<file path="src/rtl/microcode_sequencer.sv">
// Control-store sequencer: copies boot microcode from EPROM into the
// control-store RAM after reset, then fetches and sequences microinstructions
// with next/branch/call/return addressing, datapath stall and halt.
module microcode_sequencer #(
    parameter int unsigned           ADDR_WIDTH  = 8,
    parameter int unsigned           WORD_WIDTH  = 64,
    parameter int unsigned           STACK_DEPTH = 4,
    parameter logic [ADDR_WIDTH-1:0] HALT_ADDR   = ADDR_WIDTH'(8'hFE)
) (
    input  logic                  clk,
    input  logic                  _reset,
    input  logic [WORD_WIDTH-1:0] rom_data,
    input  logic [WORD_WIDTH-1:0] cs_ram_data,
    output logic [WORD_WIDTH-1:0] cs_ram_wdata,
    output logic                  cs_ram__w,
    output logic [ADDR_WIDTH-1:0] cs_addr,
    output logic                  cs_ready,
    output logic [WORD_WIDTH-1:0] cs_word,
    input  logic [1:0]            seq_op,
    input  logic [ADDR_WIDTH-1:0] next_field,
    input  logic                  cond,
    input  logic [ADDR_WIDTH-1:0] ir,
    input  logic                  stall,
    output logic                  halted,
    output logic                  stack_err
);

    localparam int unsigned     SP_W    = $clog2(STACK_DEPTH + 1);
    localparam int unsigned     IDX_W   = (STACK_DEPTH > 1) ? $clog2(STACK_DEPTH) : 1;
    localparam logic [SP_W-1:0] SP_FULL = SP_W'(STACK_DEPTH);

    localparam logic [2:0] S_LOAD_WR  = 3'd0;
    localparam logic [2:0] S_LOAD_ADV = 3'd1;
    localparam logic [2:0] S_FETCH    = 3'd2;
    localparam logic [2:0] S_EXEC     = 3'd3;
    localparam logic [2:0] S_HALT     = 3'd4;

    localparam logic [1:0] OP_NEXT   = 2'b00;
    localparam logic [1:0] OP_BRANCH = 2'b01;
    localparam logic [1:0] OP_CALL   = 2'b10;

    logic [2:0]            state;
    logic [SP_W-1:0]       sp;
    logic [ADDR_WIDTH-1:0] stack [STACK_DEPTH];
    logic [ADDR_WIDTH-1:0] addr_inc;
    logic [ADDR_WIDTH-1:0] pop_data;
    logic                  push_en;

    // Return-address push decision and top-of-stack read
    always_comb begin
        addr_inc = cs_addr + ADDR_WIDTH'(1);
        push_en  = (state == S_EXEC) && !stall && (seq_op == OP_CALL) && (sp < SP_FULL);
        pop_data = stack[IDX_W'(sp - SP_W'(1))];
    end

    // Return stack storage; only the pointer is reset, contents persist
    always_ff @(posedge clk) begin
        if (push_en) begin
            stack[IDX_W'(sp)] <= addr_inc;
        end
    end

    // Load / fetch / execute / halt sequencing
    always_ff @(posedge clk or negedge _reset) begin
        if (!_reset) begin
            state        <= S_LOAD_WR;
            cs_addr      <= '0;
            cs_ready     <= 1'b0;
            cs_ram__w    <= 1'b1;
            cs_ram_wdata <= '0;
            cs_word      <= '0;
            halted       <= 1'b0;
            stack_err    <= 1'b0;
            sp           <= '0;
        end else begin
            case (state)
                S_LOAD_WR: begin
                    cs_ram_wdata <= rom_data;
                    cs_ram__w    <= 1'b0;
                    state        <= S_LOAD_ADV;
                end
                S_LOAD_ADV: begin
                    cs_ram__w <= 1'b1;
                    if (cs_addr == '1) begin
                        cs_addr  <= '0;
                        cs_ready <= 1'b1;
                        state    <= S_FETCH;
                    end else begin
                        cs_addr <= addr_inc;
                        state   <= S_LOAD_WR;
                    end
                end
                S_FETCH: begin
                    if (cs_addr == HALT_ADDR) begin
                        halted <= 1'b1;
                        state  <= S_HALT;
                    end else begin
                        cs_word <= cs_ram_data;
                        state   <= S_EXEC;
                    end
                end
                S_EXEC: begin
                    if (!stall) begin
                        case (seq_op)
                            OP_NEXT: begin
                                cs_addr <= (next_field != '0) ? next_field : ir;
                                state   <= S_FETCH;
                            end
                            OP_BRANCH: begin
                                cs_addr <= cond ? next_field : addr_inc;
                                state   <= S_FETCH;
                            end
                            OP_CALL: begin
                                if (sp < SP_FULL) begin
                                    cs_addr <= next_field;
                                    sp      <= sp + SP_W'(1);
                                    state   <= S_FETCH;
                                end else begin
                                    stack_err <= 1'b1;
                                    halted    <= 1'b1;
                                    state     <= S_HALT;
                                end
                            end
                            default: begin
                                if (sp != '0) begin
                                    cs_addr <= pop_data;
                                    sp      <= sp - SP_W'(1);
                                    state   <= S_FETCH;
                                end else begin
                                    stack_err <= 1'b1;
                                    halted    <= 1'b1;
                                    state     <= S_HALT;
                                end
                            end
                        endcase
                    end
                end
                default: begin
                    state <= S_HALT;
                end
            endcase
        end
    end

endmodule

</file>
<file path="config.mk">
export PLATFORM = sky130hd
export DESIGN_NAME = microcode_sequencer
export DESIGN_NICKNAME = d
export VERILOG_FILES = /design/src/rtl/microcode_sequencer.sv
export SDC_FILE = /design/constraint.sdc
export NUM_CORES = 1
export LEC_CHECK = 0
export ABC_CLOCK_PERIOD_IN_PS = 7000
export BUFFER_PORTS_ARGS = -buffer_cell sky130_fd_sc_hd__buf_2
export CAP_MARGIN = 20
export CORE_AREA = 2 2 161 124
export CTS_BUF_LIST = sky130_fd_sc_hd__clkbuf_2 sky130_fd_sc_hd__clkbuf_4 sky130_fd_sc_hd__clkbuf_8
export CTS_CLUSTER_SIZE = 14
export DETAILED_ROUTE_END_ITERATION = 10
export DIE_AREA = 0 0 163 126
export PLACE_DENSITY = 0.67
export SLEW_MARGIN = 20
export SYNTH_ARGS = -nofsm -noshare
export SYNTH_HDL_FRONTEND = slang
export SYNTH_SLANG_ARGS = --single-unit
</file>
<file path="constraint.sdc">
create_clock -name clk -period 7 [get_ports clk]
set_clock_uncertainty 0.1 [all_clocks]
set_input_delay 1.4 -clock clk [delete_from_list [all_inputs] [get_ports clk]]
set_output_delay 1.4 -clock clk [all_outputs]
set_load 0.01 [all_outputs]
</file>
==> qor.txt, run 1 <==
most frequent cell after synthesis -> dfrtp_1
Worst-Margin Slew -> 908.6 ps
CP max FO -> 12
share of layout cells above drive strength 1 -> 44.36%
worst stage delay on the critical path -> 800 ps
Setup TNS -> 0 ps
Final Util -> 49.37%
Slew headroom -> 39.43%
clock latency at the later pin of the worst-skew pair -> 450 ps
gr ovfl total -> 0
dpl hpwl -> 12.91 mm
r2r setup slk -> 4060 ps
CTS Buffer Depth -> 2
WL final -> 17.39 mm
CTS tree -> yes
post-route setup slack -> 4057 ps
Cells after DPL -> 1010
sequential share of the synthesized area -> 63.25%
all-layer global routing usage -> 17.31%
placeable core area -> 18990 sq um
Netlist cell types -> 57
initial antenna violation count -> 0
reg2reg end -> cs_addr[4]
Root Driver -> clkbuf_8
I/O Buffers -> 289
Layout area overhead -> 28.50%
worst hold path type -> register to register
power per cell area -> 423.0 nW/um^2
top cell type's share of synthesized area -> 49.73%
final hold viol count -> 0
Post-Syn Instances -> 484
Crit Path Category -> register to register
Hold Crit Depth -> 1
initial DRC count -> 287
Crit-path slowest cell -> dfrtp_1
post-DR vias/cell -> 4.890
top cells by count, synth -> 145 x dfrtp_1, 118 x mux2_1, 32 x edfxtp_1
DRT Pass-1 Iters -> 4
status -> finished clean
Initial Utilization -> 38.42%
yosys warns -> 0
fin nets -> 933
CP bufs+invs -> 1
crit end category -> register
clk sinks -> 178
f_max -> 0.3397 GHz
Final GP Congestion -> 0.8927
Detail Route Antenna Nets -> 0
post-synth top area cell -> dfrtp_1
CTS Buf Count -> 17
Peak VDD IR -> 0.0002007 V
Critical Path AT -> 3170 ps
global-route wire length before repair -> 27.62 mm
Hold Path End -> cs_ready
Die Ht -> 126 um
CTS Hold Bufs -> 0
Wirelength per Cell -> 16.69 um
number of synthesized flops with an enable pin -> 32
Synth async-reset ratio -> 82.02%
Non-Filler Instances -> 1042
Synth Register Bits -> 178
Die Area -> 20540 sq um
Leak -> 0.004298 uW
H-tree depth reported by CTS -> 4
RSZ-0062 raised after global routing -> no
Vias -> 5095
pre-CTS setup slack -> 3723 ps
Startpoint Class -> register
delay-heaviest family, CP -> flip-flops
post-synthesis area per instance -> 15.08 sq um
post-CTS repair timing setup buffer count -> 0
ordered cell list for the critical path -> inv_1 -> ha_1 -> mux4_2 -> a32o_1 -> a2111oi_0 -> o21ai_1
Tmin final -> 2943 ps
Ports -> 290
Reg2Reg Depth -> 6
Fill cells -> 1734
Tcrit/Tclk final -> 42.05%
number of global-route vias before repair -> 5305
drt drc -> 0
post-synthesis cell area -> 7297 sq um
Most used DFF post-synth -> dfrtp_1
row count -> 44
CTS resizes -> 0
Max-Cap Viols -> 0
final-report setup violation count -> 0
DIE WIDTH -> 163 um
ranking of synthesized cells by area -> dfrtp_1 50%, mux2_1 18%, edfxtp_1 13%
max-slew violations -> 0
largest net degree at the start of global routing -> 76
clock transition at the registers of the reported paths -> 100 ps
Worst Path Required -> 7230 ps
Synth Net Count -> 641
reg2reg start -> sp[0]
ant diodes -> 0
hold_sp -> cs_ready
[logic make-up after synthesis]
family	count (synthesis)	synth area share [%]
mux	137	22.36
compound gates	55	5.161
simple gates	67	4.973
xor+xnor	8	0.9601
fa+ha+maj	7	1.200
flops	178	63.25
buf+inv	32	2.092
[layout make-up]
type / count / area (sq um) / area share (%)
Sequential cell: 178 / 4616 / 49.23
Multi-Input combinational cell: 274 / 2541 / 27.10
Timing Repair Buffer: 292 / 1475 / 15.73
Tap cell: 253 / 316.6 / 3.376
Clock buffer: 17 / 234.0 / 2.495
Clock inverter: 15 / 145.1 / 1.548
Inverter: 13 / 48.80 / 0.5204
[layout by cell type (no fill, tap or decap), drive strengths merged, types with 2 or more instances in the layout]
cell type / instances
nand2: 17
nor4: 2
a22oi: 2
dfrtp: 145
ha: 7
mux2: 128
a221oi: 3
nand3: 8
inv: 22
nand2b: 5
edfxtp: 32
and2: 4
nand3b: 2
o21ai: 12
buf: 292
nor2b: 4
clkinv: 5
nor2: 14
clkbuf: 17
o31ai: 5
or4: 2
a21oi: 13
xnor2: 4
xor2: 4
mux4: 8
o211ai: 3
o22ai: 2
nor3: 4
[worst max-delay path by stage]
stage	slack (ps)	cells past startpoint	to	startpoint
CTS	4000	6	cs_addr[4]	sp[0]
global placement	3770	6	cs_addr[7]	seq_op[0]
global route	3890	6	cs_addr[4]	sp[0]
detailed placement	3720	6	cs_addr[7]	seq_op[0]
finish	4060	6	cs_addr[4]	sp[0]
floorplan	4110	5	cs_addr[7]	seq_op[0]
[report_power, final]
part / switching, uW / internal (uW)
logic: 807 / 720
registers: 243 / 1510
clock network: 394 / 294
total: 1440 / 2520
[through the flow]
stage	power (uW)	area, sq um	hold WS (ps)
CTS	4033	9376	383.0
global route	4242	9376	395.9
global placement	3296	8997	349.3
floorplan	2631	7297	369.2
detailed placement	3335	8997	356.2
finish	3967	9376	376.0
[registers in the layout, indices dropped and copies added (netlist names)]
| register | cells |
|---|---|
| state | 3 |
| cs_ram_wdata | 64 |
| cs_ram__w | 1 |
| stack | 32 |
| cs_ready | 1 |
| cs_word | 64 |
| halted | 1 |
| sp | 3 |
| cs_addr | 8 |
| stack_err | 1 |
[metal layers]
layer / up-vias / wire length, um / GRT usage [%]
met4: 0 / 310 / 6.299
li1: 2356 / - / -
met5: - / 0 / 0
met2: 239 / 8027 / 27.52
met1: 2475 / 7551 / 22.78
met3: 25 / 1501 / 4.842
[worst register-to-register path, cell delays in order, from the launching register on]
cell       delay [ps]
dfrtp_1           800
inv_1             190
ha_1              610
mux4_2            380
a32o_1            270
a2111oi_0         370
o21ai_1           120
Power figures use the tool's default switching activity.
==> run 2: changes to the inputs <==
ABC_CLOCK_PERIOD_IN_PS = 2800   (was 7000)
clock period = 2.8 ns   (was 7 ns; I/O delays follow)
==> run 2 against run 1 <==
- routed wire length is 1.6% higher
- die area stayed put
- total power grew to 2.5 times the previous value
- final area is 1.3% higher
- critical endpoint is now cs_addr[6]
- largest cell class unchanged
- highest routed layer unchanged
==> qor.txt, run 2 (synthesis results as in run 1) <==
all-layer global routing usage -> 17.47%
fin nets -> 945
power per cell area -> 1054 nW/um^2
Die Area -> 20540 sq um
crit end category -> register
Critical Path AT -> 2610 ps
Regs by FF count -> cs_ram_wdata x64, cs_word x64, stack x32
Setup TNS -> 0 ps
worst hold path type -> input pin to register
WL final -> 17.66 mm
f_max -> 0.4257 GHz
gr ovfl total -> 0
Cells after DPL -> 1021
Initial Utilization -> 38.42%
clk sinks -> 178
commonest non-fill, non-tap cell in the layout -> buf_2
CTS Buf Count -> 17
Worst Path Required -> 3060 ps
Peak VDD IR -> 0.0004368 V
Ports -> 290
H-tree depth reported by CTS -> 4
Wirelength per Cell -> 16.76 um
clock transition at the registers of the reported paths -> 100 ps
Crit Path Category -> register to register
Leak -> 0.004350 uW
final hold viol count -> 0
largest net degree at the start of global routing -> 68
placeable core area -> 18990 sq um
I/O Buffers -> 289
worst stage delay on the critical path -> 540 ps
CTS Hold Bufs -> 1
Root Driver -> clkbuf_8
CTS resizes -> 0
Non-Filler Instances -> 1054
ordered cell list for the critical path -> ha_1 -> inv_1 -> nor2_1 -> xor2_1 -> a22oi_1 -> o31ai_1
Startpoint Class -> register
Max-Cap Viols -> 0
DRT Pass-1 Iters -> 5
DIE WIDTH -> 163 um
initial DRC count -> 289
global-route wire length before repair -> 27.65 mm
Fill cells -> 1721
row count -> 44
Die Ht -> 126 um
area occupied by multi-input gates -> 2541 sq um
final-report setup violation count -> 0
Tmin final -> 2349 ps
ant diodes -> 0
Worst-Margin Slew -> 615.9 ps
share of layout cells above drive strength 1 -> 45.07%
Final GP Congestion -> 0.8492
CTS tree -> yes
clock latency at the later pin of the worst-skew pair -> 450 ps
post-CTS repair timing setup buffer count -> 0
post-DR vias/cell -> 4.873
Detail Route Antenna Nets -> 0
RSZ-0062 raised after global routing -> no
status -> finished clean
number of global-route vias before repair -> 5264
Tcrit/Tclk final -> 83.90%
drt drc -> 0
max-slew violations -> 0
flip-flop and latch area -> 4616 sq um
Layout area overhead -> 30.18%
dpl hpwl -> 13.30 mm
CP max FO -> 9
delay-heaviest family, CP -> flip-flops
Slew headroom -> 58.94%
most frequent cells in the layout -> 288 x buf_2, 145 x dfrtp_1, 118 x mux2_1
CP bufs+invs -> 1
CTS Buffer Depth -> 2
Vias -> 5136
initial antenna violation count -> 0
Crit-path slowest cell -> dfrtp_1
[run 2: path summary, 6_finish.rpt]
path / cells after the start / from / end / slack (ps)
max in group asynchronous: 3 / _reset / cs_word[17] / 1330
min in group asynchronous: 2 / _reset / cs_word[30] / 550
hold / removal: 2 / cs_ram_data[20] / cs_word[20] / 210
setup reg to reg: 6 / cs_addr[0] / cs_addr[6] / 450
setup / recovery: 6 / cs_addr[0] / cs_addr[6] / 450
hold reg to reg: 1 / cs_ready / cs_ready / 380
[run 2: per-layer routing]
| metal | up-vias | track usage (%) | share of wire [%] |
|---|---|---|---|
| met1 | 2536 | 22.32 | 44 |
| li1 | 2367 | - | - |
| met3 | 15 | 5.863 | 8.3 |
| met2 | 218 | 28.29 | 47 |
| met5 | - | 0 | 0 |
| met4 | 0 | 5.310 | 1.1 |
[run 2: area by class of cell]
type,instances,share of cell area (%)
Multi-Input combinational cell,274,26.75
Clock inverter,13,1.357
Clock buffer,19,2.687
Inverter,13,0.5137
Tap cell,253,3.332
Timing Repair Buffer,304,16.77
Sequential cell,178,48.59
[run 2: stage by stage]
stage	utilization (%)	cell area, sq um	setup WS (ps)	power (uW)	hold slack [ps]
global route	50.01	9499	368.4	10710	172.7
finish	50.01	9499	450.7	10010	213.2
global placement	47.94	9105	396.7	8303	350.1
CTS	50.01	9499	504.5	10180	176.2
floorplan	-	7297	356.9	6578	164.4
detailed placement	47.94	9105	371.6	8424	356.9
[run 2: worst reg2reg max path: cells and delay by family, from the launching register on]
kind	cells	cell delay (ps)
compound gates	2	470
xor+xnor	1	450
fa+ha+maj	1	390
buf+inv	1	170
flops	1	540
simple gates	1	150
[run 2: power by group]
group	total (uW)	switching, uW	internal [uW]	leakage [uW]
Clock	1710	956	754	0.000190
Sequential	4310	539	3780	0.00200
Combinational	3990	2120	1870	0.00216
